===== config.mk =====
export PLATFORM = sky130hd
export DESIGN_NAME = hub75_row_capture
export DESIGN_NICKNAME = d
export VERILOG_FILES = /design/src/rtl/hub75_pkg.sv /design/src/rtl/hub75_sync_edge.sv /design/src/rtl/hub75_row_capture.sv
export SDC_FILE = /design/constraint.sdc
export NUM_CORES = 1
export LEC_CHECK = 0
export BUFFER_PORTS_ARGS = -buffer_cell sky130_fd_sc_hd__buf_2
export CAP_MARGIN = 20
export CORE_MARGIN = 2
export CORE_UTILIZATION = 50
export DETAILED_ROUTE_END_ITERATION = 7
export HOLD_SLACK_MARGIN = 0.05
export PLACE_DENSITY = 0.84
export SLEW_MARGIN = 20
export SYNTH_ARGS = -nofsm -noshare
export SYNTH_HDL_FRONTEND = slang
export SYNTH_SLANG_ARGS = --single-unit
export TNS_END_PERCENT = 50

===== constraint.sdc =====
create_clock -name clk -period 2 [get_ports clk]
set_clock_uncertainty 0.2 [all_clocks]
set_input_delay 0.1 -clock clk [delete_from_list [all_inputs] [get_ports clk]]
set_output_delay 0.1 -clock clk [all_outputs]
set_load 0.005 [all_outputs]

===== src/rtl/hub75_pkg.sv =====
// ============================================================================
// Module   : hub75_pkg
// Brief    : Shared sizes and the captured-row record for hub75_row_capture.
// Revision : 1.0 - initial release
// ============================================================================
`default_nettype none

package hub75_pkg;

    localparam int WIDTH    = 32;
    localparam int ROWS     = 16;
    localparam int ROW_BITS = 4;
    localparam int CNT_BITS = 6;

    localparam logic [CNT_BITS-1:0] CNT_FULL = CNT_BITS'(WIDTH);
    localparam logic [CNT_BITS-1:0] CNT_SAT  = CNT_BITS'(WIDTH + 1);
    localparam logic [ROW_BITS-1:0] LAST_ROW = ROW_BITS'(ROWS - 1);

    typedef struct packed {
        logic [ROW_BITS-1:0] addr;
        logic [WIDTH-1:0]    red;
        logic [WIDTH-1:0]    green;
        logic                short_row;
    } row_t;

endpackage

`default_nettype wire


===== src/rtl/hub75_sync_edge.sv =====
// ============================================================================
// Module   : hub75_sync_edge
// Brief    : Synchroniser with rising-edge pulse, held off until the chain settles.
// Revision : 1.0 - initial release
// ============================================================================
`default_nettype none

module hub75_sync_edge #(
    parameter int SYNC_STAGES = 2
) (
    input  logic clk,
    input  logic reset,
    input  logic d_i,
    output logic rise_o
);

    localparam int                  ARM_BITS = $clog2(SYNC_STAGES + 2);
    localparam logic [ARM_BITS-1:0] ARM_DONE = ARM_BITS'(SYNC_STAGES + 1);

    logic [SYNC_STAGES-1:0] sync_q;
    logic                   prev_q;
    logic [ARM_BITS-1:0]    arm_cnt_q;
    logic                   w_level;
    logic                   w_armed;

    assign w_level = sync_q[SYNC_STAGES-1];
    assign w_armed = (arm_cnt_q == ARM_DONE);
    // Arming waits until prev_q has caught up with any level present at release.
    assign rise_o  = w_armed & w_level & ~prev_q;

    always_ff @(posedge clk) begin
        if (reset) begin
            sync_q    <= '0;
            prev_q    <= 1'b0;
            arm_cnt_q <= '0;
        end else begin
            sync_q <= (sync_q << 1) | SYNC_STAGES'(d_i);
            prev_q <= w_level;
            if (!w_armed) begin
                arm_cnt_q <= arm_cnt_q + 1'b1;
            end
        end
    end

endmodule

`default_nettype wire


===== src/rtl/hub75_row_capture.sv =====
// ============================================================================
// Module   : hub75_row_capture
// Brief    : Samples a HUB75 serial panel bus and presents each latched row
//            as parallel red/green words on a valid/ready port.
// Revision : 1.0 - initial release
// ============================================================================
`default_nettype none

module hub75_row_capture
    import hub75_pkg::*;
#(
    parameter int SYNC_STAGES = 2
) (
    input  logic                clk,
    input  logic                reset,
    input  logic                red,
    input  logic                green,
    input  logic                step,
    input  logic                latch,
    input  logic                addr0,
    input  logic                addr1,
    input  logic                addr2,
    input  logic                addr4,
    input  logic                output_enable,
    input  logic                clear_status,
    output logic                row_valid,
    input  logic                row_ready,
    output logic [ROW_BITS-1:0] row_addr,
    output logic [WIDTH-1:0]    row_red,
    output logic [WIDTH-1:0]    row_green,
    output logic                short_row,
    output logic                overrun,
    output logic [15:0]         frame_count,
    output logic                oe_sync
);

    localparam int BUS_BITS = 7;

    logic [BUS_BITS-1:0] bus_sync_q [SYNC_STAGES];
    logic [BUS_BITS-1:0] w_bus_raw;
    logic [BUS_BITS-1:0] w_bus_s;
    logic                w_step_rise;
    logic                w_latch_rise;
    logic                w_xfer;
    row_t                w_cand;

    logic [WIDTH-1:0]    red_sr_q,    red_sr_d;
    logic [WIDTH-1:0]    green_sr_q,  green_sr_d;
    logic [CNT_BITS-1:0] bit_cnt_q,   bit_cnt_d;
    row_t                hold_q,      hold_d;
    logic                valid_q,     valid_d;
    logic                overrun_q,   overrun_d;
    logic [15:0]         frame_cnt_q, frame_cnt_d;

    assign w_bus_raw = {output_enable, addr4, addr2, addr1, addr0, green, red};
    assign w_bus_s   = bus_sync_q[SYNC_STAGES-1];

    always_ff @(posedge clk) begin
        if (reset) begin
            for (int i = 0; i < SYNC_STAGES; i++) begin
                bus_sync_q[i] <= '0;
            end
        end else begin
            bus_sync_q[0] <= w_bus_raw;
            for (int i = 1; i < SYNC_STAGES; i++) begin
                bus_sync_q[i] <= bus_sync_q[i-1];
            end
        end
    end

    hub75_sync_edge #(.SYNC_STAGES(SYNC_STAGES)) u_step_edge (
        .clk    (clk),
        .reset  (reset),
        .d_i    (step),
        .rise_o (w_step_rise)
    );

    hub75_sync_edge #(.SYNC_STAGES(SYNC_STAGES)) u_latch_edge (
        .clk    (clk),
        .reset  (reset),
        .d_i    (latch),
        .rise_o (w_latch_rise)
    );

    always_comb begin
        red_sr_d    = red_sr_q;
        green_sr_d  = green_sr_q;
        bit_cnt_d   = bit_cnt_q;
        hold_d      = hold_q;
        valid_d     = valid_q;
        overrun_d   = overrun_q;
        frame_cnt_d = frame_cnt_q;
        w_xfer      = valid_q & row_ready;

        if (w_step_rise) begin
            red_sr_d   = {w_bus_s[0], red_sr_q[WIDTH-1:1]};
            green_sr_d = {w_bus_s[1], green_sr_q[WIDTH-1:1]};
            if (bit_cnt_q != CNT_SAT) begin
                bit_cnt_d = bit_cnt_q + 1'b1;
            end
        end

        // Candidate sees the post-shift state so a coincident step is included.
        w_cand.addr      = w_bus_s[5:2];
        w_cand.red       = red_sr_d;
        w_cand.green     = green_sr_d;
        w_cand.short_row = (bit_cnt_d != CNT_FULL);

        if (w_xfer) begin
            valid_d = 1'b0;
            if (hold_q.addr == LAST_ROW) begin
                frame_cnt_d = frame_cnt_q + 16'd1;
            end
        end

        if (clear_status) begin
            overrun_d = 1'b0;
        end

        if (w_latch_rise) begin
            bit_cnt_d = '0;
            if (!valid_q || row_ready) begin
                hold_d  = w_cand;
                valid_d = 1'b1;
            end else begin
                overrun_d = 1'b1;
            end
        end
    end

    always_ff @(posedge clk) begin
        if (reset) begin
            red_sr_q    <= '0;
            green_sr_q  <= '0;
            bit_cnt_q   <= '0;
            hold_q      <= '0;
            valid_q     <= 1'b0;
            overrun_q   <= 1'b0;
            frame_cnt_q <= '0;
        end else begin
            red_sr_q    <= red_sr_d;
            green_sr_q  <= green_sr_d;
            bit_cnt_q   <= bit_cnt_d;
            hold_q      <= hold_d;
            valid_q     <= valid_d;
            overrun_q   <= overrun_d;
            frame_cnt_q <= frame_cnt_d;
        end
    end

    assign row_valid   = valid_q;
    assign row_addr    = hold_q.addr;
    assign row_red     = hold_q.red;
    assign row_green   = hold_q.green;
    assign short_row   = hold_q.short_row;
    assign overrun     = overrun_q;
    assign frame_count = frame_cnt_q;
    assign oe_sync     = w_bus_s[6];

endmodule

`default_nettype wire


==> flow_summary.json, run 1 <==
{
  "path_buf_inv": 1,
  "cp_common_cell": "or4_4",
  "synthTopCellsByArea": "dfxtp_1 (56%), mux2i_1 (11%), nor2_1 (8.8%)",
  "power.total_w": 0.00755,
  "numCtsBuffers": 17,
  "outcome": "complete, no violations",
  "ys_types": 43,
  "slowest_stage": "or4_4",
  "syn_nets": 671,
  "cp_data_arrival_time_ns": 2.09,
  "fp-row-count": 41,
  "ys_ff_latch": 181,
  "crit_path_end_kind": "flip-flop",
  "fin_area_um2": 8310,
  "dp_cells": 905,
  "power_density_nw_per_um2": 909,
  "leakagePower_nw": 3.73,
  "yosysTopAreaCell": "dfxtp_1",
  "synth-edff-count": 0,
  "initialDrtViolationCount": 372,
  "nNetsFinal": 792,
  "path_class": "reg2reg",
  "rsz0062_at_grt": "yes",
  "critPathTopFamily": "simple AND/OR/NAND/NOR gates",
  "die_w_um": 118,
  "finalSetupTns_ns": 0,
  "drv_cap": 0,
  "root_buffer": "clkbuf_16",
  "gp_congestion": 0.766,
  "numClockSinks": 181,
  "io_pins": 101,
  "fin_ws_ns": 0.0619,
  "slowest_delay_ns": 0.58,
  "ant_nets": 0,
  "port_buffers": 100,
  "hp-class": "reg2reg",
  "vias": 4988,
  "initial_utilization_pct": 51.5,
  "ys.flop_type": "dfxtp_1",
  "synth_most_common_cell": "dfxtp_1",
  "firstDrtPassIters": 5,
  "r2r_end": "frame_count[15]$_SDFFE_PP0P_",
  "clk_pin_slew_ns": 0.07,
  "grt_pass1_vias": 4511,
  "avgSynthCellArea_um2": 10.0,
  "antenna_found_initial": 0,
  "period_needed_ns": 1.94,
  "synth_top_area_share_pct": 55.5,
  "pre_cts_slack_ns": 0.00302,
  "max-vdd-ir-drop_v": 0.000925,
  "routedWlPerCell_um": 13.9,
  "grt_overflow_total": 0,
  "gr-max-usage-layer": "met2",
  "wl_um": 13300,
  "cp.required_ns": 2.16,
  "met1_usage_pct": 23.1,
  "tightest_slew_ns": 0.567,
  "viasPerCell": 5.20,
  "num_antenna_cells": 0,
  "crit_start": "frame_count[3]$_SDFFE_PP0P_",
  "grt_pass1_wl_um": 21000,
  "worstSetupStartpointType": "flip-flop",
  "synthesis.instances": 653,
  "reg2reg_slack_ns": 0.06,
  "synth_area_um2": 6530,
  "hpwl_um": 7950,
  "placed_cell_area_um2": 7350,
  "synthTopCellsByCount": "dfxtp_1 (181), nor2_1 (153), mux2i_1 (71)",
  "setup_viol": 0,
  "clockBufferDepth": 2,
  "grt_max_degree": 95,
  "grt_usage_pct": 18.3,
  "drive_gt1_share_pct": 23.9,
  "ys_seq_area_share_pct": 55.5,
  "grtUsageMet3_pct": 5.65,
  "clock_latency_ns": 0.42,
  "die_area_um2": 14000,
  "cp_max_fo": 7,
  "path_depth": 4,
  "drc_errors": 0,
  "cp-endpoint": "frame_count[15]$_SDFFE_PP0P_",
  "coreArea_um2": 12700,
  "fmax_mhz": 516,
  "min_period_over_period_pct": 96.9,
  "finalHoldViolCount": 0,
  "cts_tree": "done",
  "die_h_um": 118,
  "postSynth.asyncResetShare_pct": 0,
  "cts_max_level": 4,
  "fin_cells": 959,
  "report.final.slew_viol_count": 0,
  "yosysWarnings": 0,
  "areaGrowthSynthToFinish_pct": 27.2,
  "relSlewSlack_pct": 62.2,
  "r2r_start": "frame_count[3]$_SDFFE_PP0P_",
  "r2r_cells": 4,
  "gr-usage-met2_pct": 29.7,
  "crit_chain": "inv_2 > or4_4 > or4_4 > a21oi_2"
}
==> placed cells by master, fill, tap and decap left out, drive strengths merged, types with 5 or more instances in the layout <==
cell | Yosys | layout
a211oi | 65 | 65
a21oi | 14 | 14
or4 | 6 | 7
dlygate4sd3 | 0 | 15
inv | 10 | 11
mux2i | 71 | 71
nand2 | 10 | 10
o31ai | 6 | 6
dfxtp | 181 | 181
xor2 | 6 | 6
nor2b | 21 | 21
nand4 | 11 | 11
buf | 15 | 129
xnor2 | 7 | 7
nor2 | 153 | 153
ha | 5 | 5
clkbuf | 31 | 25
==> flip-flops by register name (all words and copies together) (netlist names), 2 cells and up <==
| register | flops |
|---|---|
| green_sr_q | 32 |
| row_addr | 4 |
| bus_sync_q | 14 |
| u_step_edge.sync_q | 2 |
| u_step_edge.arm_cnt_q | 2 |
| u_latch_edge.arm_cnt_q | 2 |
| frame_count | 16 |
| row_green | 32 |
| bit_cnt_q | 6 |
| row_red | 32 |
| red_sr_q | 32 |
| u_latch_edge.sync_q | 2 |
==> cell families (layout without fill, tap and decap cells) <==
kind of cell,after synthesis,in the layout,share of synthesized area [%]
XOR/XNOR,13,13,1.74
AND/OR/NAND/NOR,230,231,16.8
adder cells (fa/ha/maj),5,5,0.958
flip-flops,181,181,55.5
AO/OA/AOI/OAI,97,97,10.6
buffers and inverters,56,189,3.49
multiplexers,71,71,10.9
==> worst reg2reg max path, stage by stage (launching register included) <==
cell and delay (ns):
dfxtp_1 0.36, inv_2 0.06, or4_4 0.58, or4_4 0.54, a21oi_2 0.13
==> area by class of cell <==
cell class	instances	area (um2)
flip-flops and latches	181	3630
clock buffers	22	474
clock inverters	10	170
inverters	10	37.5
repair buffers	147	1040
well taps	172	215
fillers	981	4370
multi-input cells	417	2740
==> stage by stage <==
stage	hold slack [ns]	utilization, %
2_1_floorplan	0.0282	-
3_3_place_gp	0.108	58.0
3_5_place_dp	0.115	58.0
4_1_cts	0.211	64.2
5_1_grt	0.227	65.5
6_report	0.234	65.5
==> where the power goes <==
| group | switching, W | leakage [nW] | internal (W) | total, W |
|---|---|---|---|---|
| logic | 0.000150 | 1.95 | 0.000135 | 0.000285 |
| clock network | 0.00135 | 0.312 | 0.00221 | 0.00356 |
| registers | 0.0000353 | 1.47 | 0.00367 | 0.00370 |
| total | 0.00154 | 3.73 | 0.00601 | 0.00755 |
==> repair_timing <==
item,in CTS,in global routing
hold endpoints to repair,50,0
buffers inserted,0,3
setup endpoints to repair,5,78
cloned,0,4
resized for setup,0,19
hold buffers,15,0
pin swaps,2,5
==> routing by layer <==
metal / part of all wire [%] / wire length, um / vias up
li1: - / - / 2518
met1: 45 / 6040 / 2324
met2: 49 / 6480 / 130
met3: 5.0 / 670 / 16
met4: 0.79 / 105 / 0
met5: 0 / 0 / -
==> how the worst min path moves through the flow <==
stage,start,end,slack [ns],cells past startpoint
3_3_place_gp,output_enable,bus_sync_q[0][6]$_SDFF_PP0_,0.11,2
3_5_place_dp,addr0,bus_sync_q[0][2]$_SDFF_PP0_,0.12,2
5_1_grt,red,bus_sync_q[0][0]$_SDFF_PP0_,0.23,3
2_1_floorplan,red,bus_sync_q[0][0]$_SDFF_PP0_,0.03,1
6_report,u_latch_edge.sync_q[0]$_SDFF_PP0_,u_latch_edge.sync_q[1]$_SDFF_PP0_,0.23,1
4_1_cts,output_enable,bus_sync_q[0][6]$_SDFF_PP0_,0.21,3
Note: power is estimated with default switching activity, not from simulation.
==> run 2, diff against run 1 <==
--- a/config.mk
+++ b/config.mk
@@ -7,7 +7,6 @@
 export LEC_CHECK = 0
 export BUFFER_PORTS_ARGS = -buffer_cell sky130_fd_sc_hd__buf_2
 export CAP_MARGIN = 20
-export CORE_MARGIN = 2
 export CORE_UTILIZATION = 50
 export DETAILED_ROUTE_END_ITERATION = 7
 export HOLD_SLACK_MARGIN = 0.05
==> flow_summary.json, run 2 (synthesis results as in run 1) <==
{
  "power_frac_clock_pct": 43.9,
  "grt_usage_pct": 19.5,
  "areaGrowthSynthToFinish_pct": 25.9,
  "fp-row-count": 41,
  "die_h_um": 116,
  "grt_pass1_wl_um": 20700,
  "multiInputGateArea_um2": 2700,
  "clock_latency_ns": 0.42,
  "ant_nets": 0,
  "tightest_slew_ns": 0.572,
  "seqPwrFrac_pct": 52.1,
  "antenna_found_initial": 0,
  "initialDrtViolationCount": 363,
  "grt_pass1_vias": 4559,
  "path_class": "reg2reg",
  "slowest_stage": "or4_4",
  "port_buffers": 100,
  "worstSetupStartpointType": "flip-flop",
  "nNetsFinal": 796,
  "utilization_pct": 64.8,
  "p_comb_share_pct": 4.0,
  "report.final.slew_viol_count": 0,
  "period_needed_ns": 1.96,
  "crit_chain": "inv_2 > or4_4 > or4_1 > a21oi_1",
  "die_w_um": 116,
  "internal_power_w": 0.00561,
  "wl_um": 13100,
  "switching_share_pct": 21.0,
  "regArea_um2": 3630,
  "firstDrtPassIters": 4,
  "crit_path_end_kind": "flip-flop",
  "relSlewSlack_pct": 61.8,
  "setup_viol": 0,
  "viasPerCell": 5.14,
  "numClockSinks": 181,
  "grt_overflow_total": 0,
  "hp-class": "reg2reg",
  "initial_utilization_pct": 51.5,
  "num_antenna_cells": 0,
  "gp_congestion": 0.824,
  "finalSetupTns_ns": 0,
  "power.total_w": 0.00710,
  "clockBufferDepth": 2,
  "finalHoldViolCount": 0,
  "cp.required_ns": 2.15,
  "numCtsBuffers": 17,
  "vias": 4943,
  "drc_errors": 0,
  "root_buffer": "clkbuf_16",
  "routedWlPerCell_um": 13.6,
  "cts_tree": "done",
  "coreArea_um2": 12700,
  "clk_pin_slew_ns": 0.06,
  "power_density_nw_per_um2": 864,
  "cts_max_level": 4,
  "max-vdd-ir-drop_v": 0.000663,
  "outcome": "complete, no violations",
  "leakagePower_nw": 3.72,
  "slowest_delay_ns": 0.59,
  "cp_data_arrival_time_ns": 2.11,
  "final_cell_mix": "dfxtp_1 (177), nor2_1 (152), buf_2 (99), mux2i_1 (71), a211oi_1 (65)",
  "hold_ws_ns": 0.235,
  "final_common_cell": "dfxtp_1",
  "grt_max_degree": 81,
  "fill_cells": 1043,
  "die_area_um2": 13500,
  "drv_cap": 0,
  "hpwl_um": 7780,
  "cp_max_fo": 7,
  "min_period_over_period_pct": 97.8,
  "io_pins": 101,
  "drive_gt1_share_pct": 22.3,
  "fmax_mhz": 511,
  "p_sw_w": 0.00149
}
run 2: cell count changes in the layout (fill, tap and decap cells not counted), sizes merged:
| cell | before | now |
|---|---|---|
| dlygate4sd3 | 15 | 21 |
| bufinv | 4 | 1 |
| buf | 129 | 127 |
| clkbuf | 25 | 26 |
| clkinv | 4 | 5 |
run 2: final timing paths:
check             depth (start not counted)                            to  slack, ns                   startpoint
setup / recovery                          4   frame_count[7]$_SDFFE_PP0P_       0.04  frame_count[2]$_SDFFE_PP0P_
hold / removal                            1  bus_sync_q[0][12]$_SDFF_PP0_       0.24  bus_sync_q[0][5]$_SDFF_PP0_
setup reg to reg                          4   frame_count[7]$_SDFFE_PP0P_       0.04  frame_count[2]$_SDFFE_PP0P_
hold reg to reg                           1  bus_sync_q[0][12]$_SDFF_PP0_       0.24  bus_sync_q[0][5]$_SDFF_PP0_
run 2: area by class of cell:
cell class | count | area share (%)
Clock inverter | 8 | 0.914
Inverter | 10 | 0.457
Timing Repair Buffer | 151 | 13.1
Tap cell | 172 | 2.62
Clock buffer | 23 | 5.82
Sequential cell | 181 | 44.2
Multi-Input combinational cell | 417 | 32.9
run 2: timing repair:
| item | in CTS | in global routing |
|---|---|---|
| gates resized for setup | 0 | 11 |
| setup buffers | 0 | 3 |
| endpoints found under the setup margin | 0 | 54 |
| endpoints found under the hold margin | 69 | 0 |
| hold buffers | 21 | 0 |
run 2: critical path: cells and delay by family, from the launching register on:
family                 cells  cell delay [ns]
and+or+nand+nor            2             1.11
DFF                        1             0.35
AOI/OAI and AO/OA          1             0.14
buffers and inverters      1             0.08
run 2: power groups by stage:
stage / combinational [W] / clock, W / sequential [W]
after floorplan: 0.000168 / 0 / 0.00377
after global placement: 0.000239 / 0 / 0.00377
after detailed placement: 0.000246 / 0 / 0.00378
after CTS: 0.000275 / 0.00317 / 0.00370
after global routing: 0.000323 / 0.00332 / 0.00370
final: 0.000286 / 0.00312 / 0.00370
run 2: routing by layer:
layer	routed length (um)	global-route usage, %	vias up
met4	169	7.69	0
met2	6280	32.2	110
met3	582	5.76	14
li1	-	-	2522
met1	6090	23.8	2297
met5	0	0	-
run 2: per-stage QoR:
step / setup WS [ns] / cell area (um2) / std cells
floorplan: 0.0210 / 6530 / 653
global placement: 0.0770 / 7320 / 903
detailed placement: 0.0311 / 7320 / 903
CTS: 0.0158 / 8080 / 955
global route: -0.00940 / 8220 / 962
finish: 0.0437 / 8220 / 962
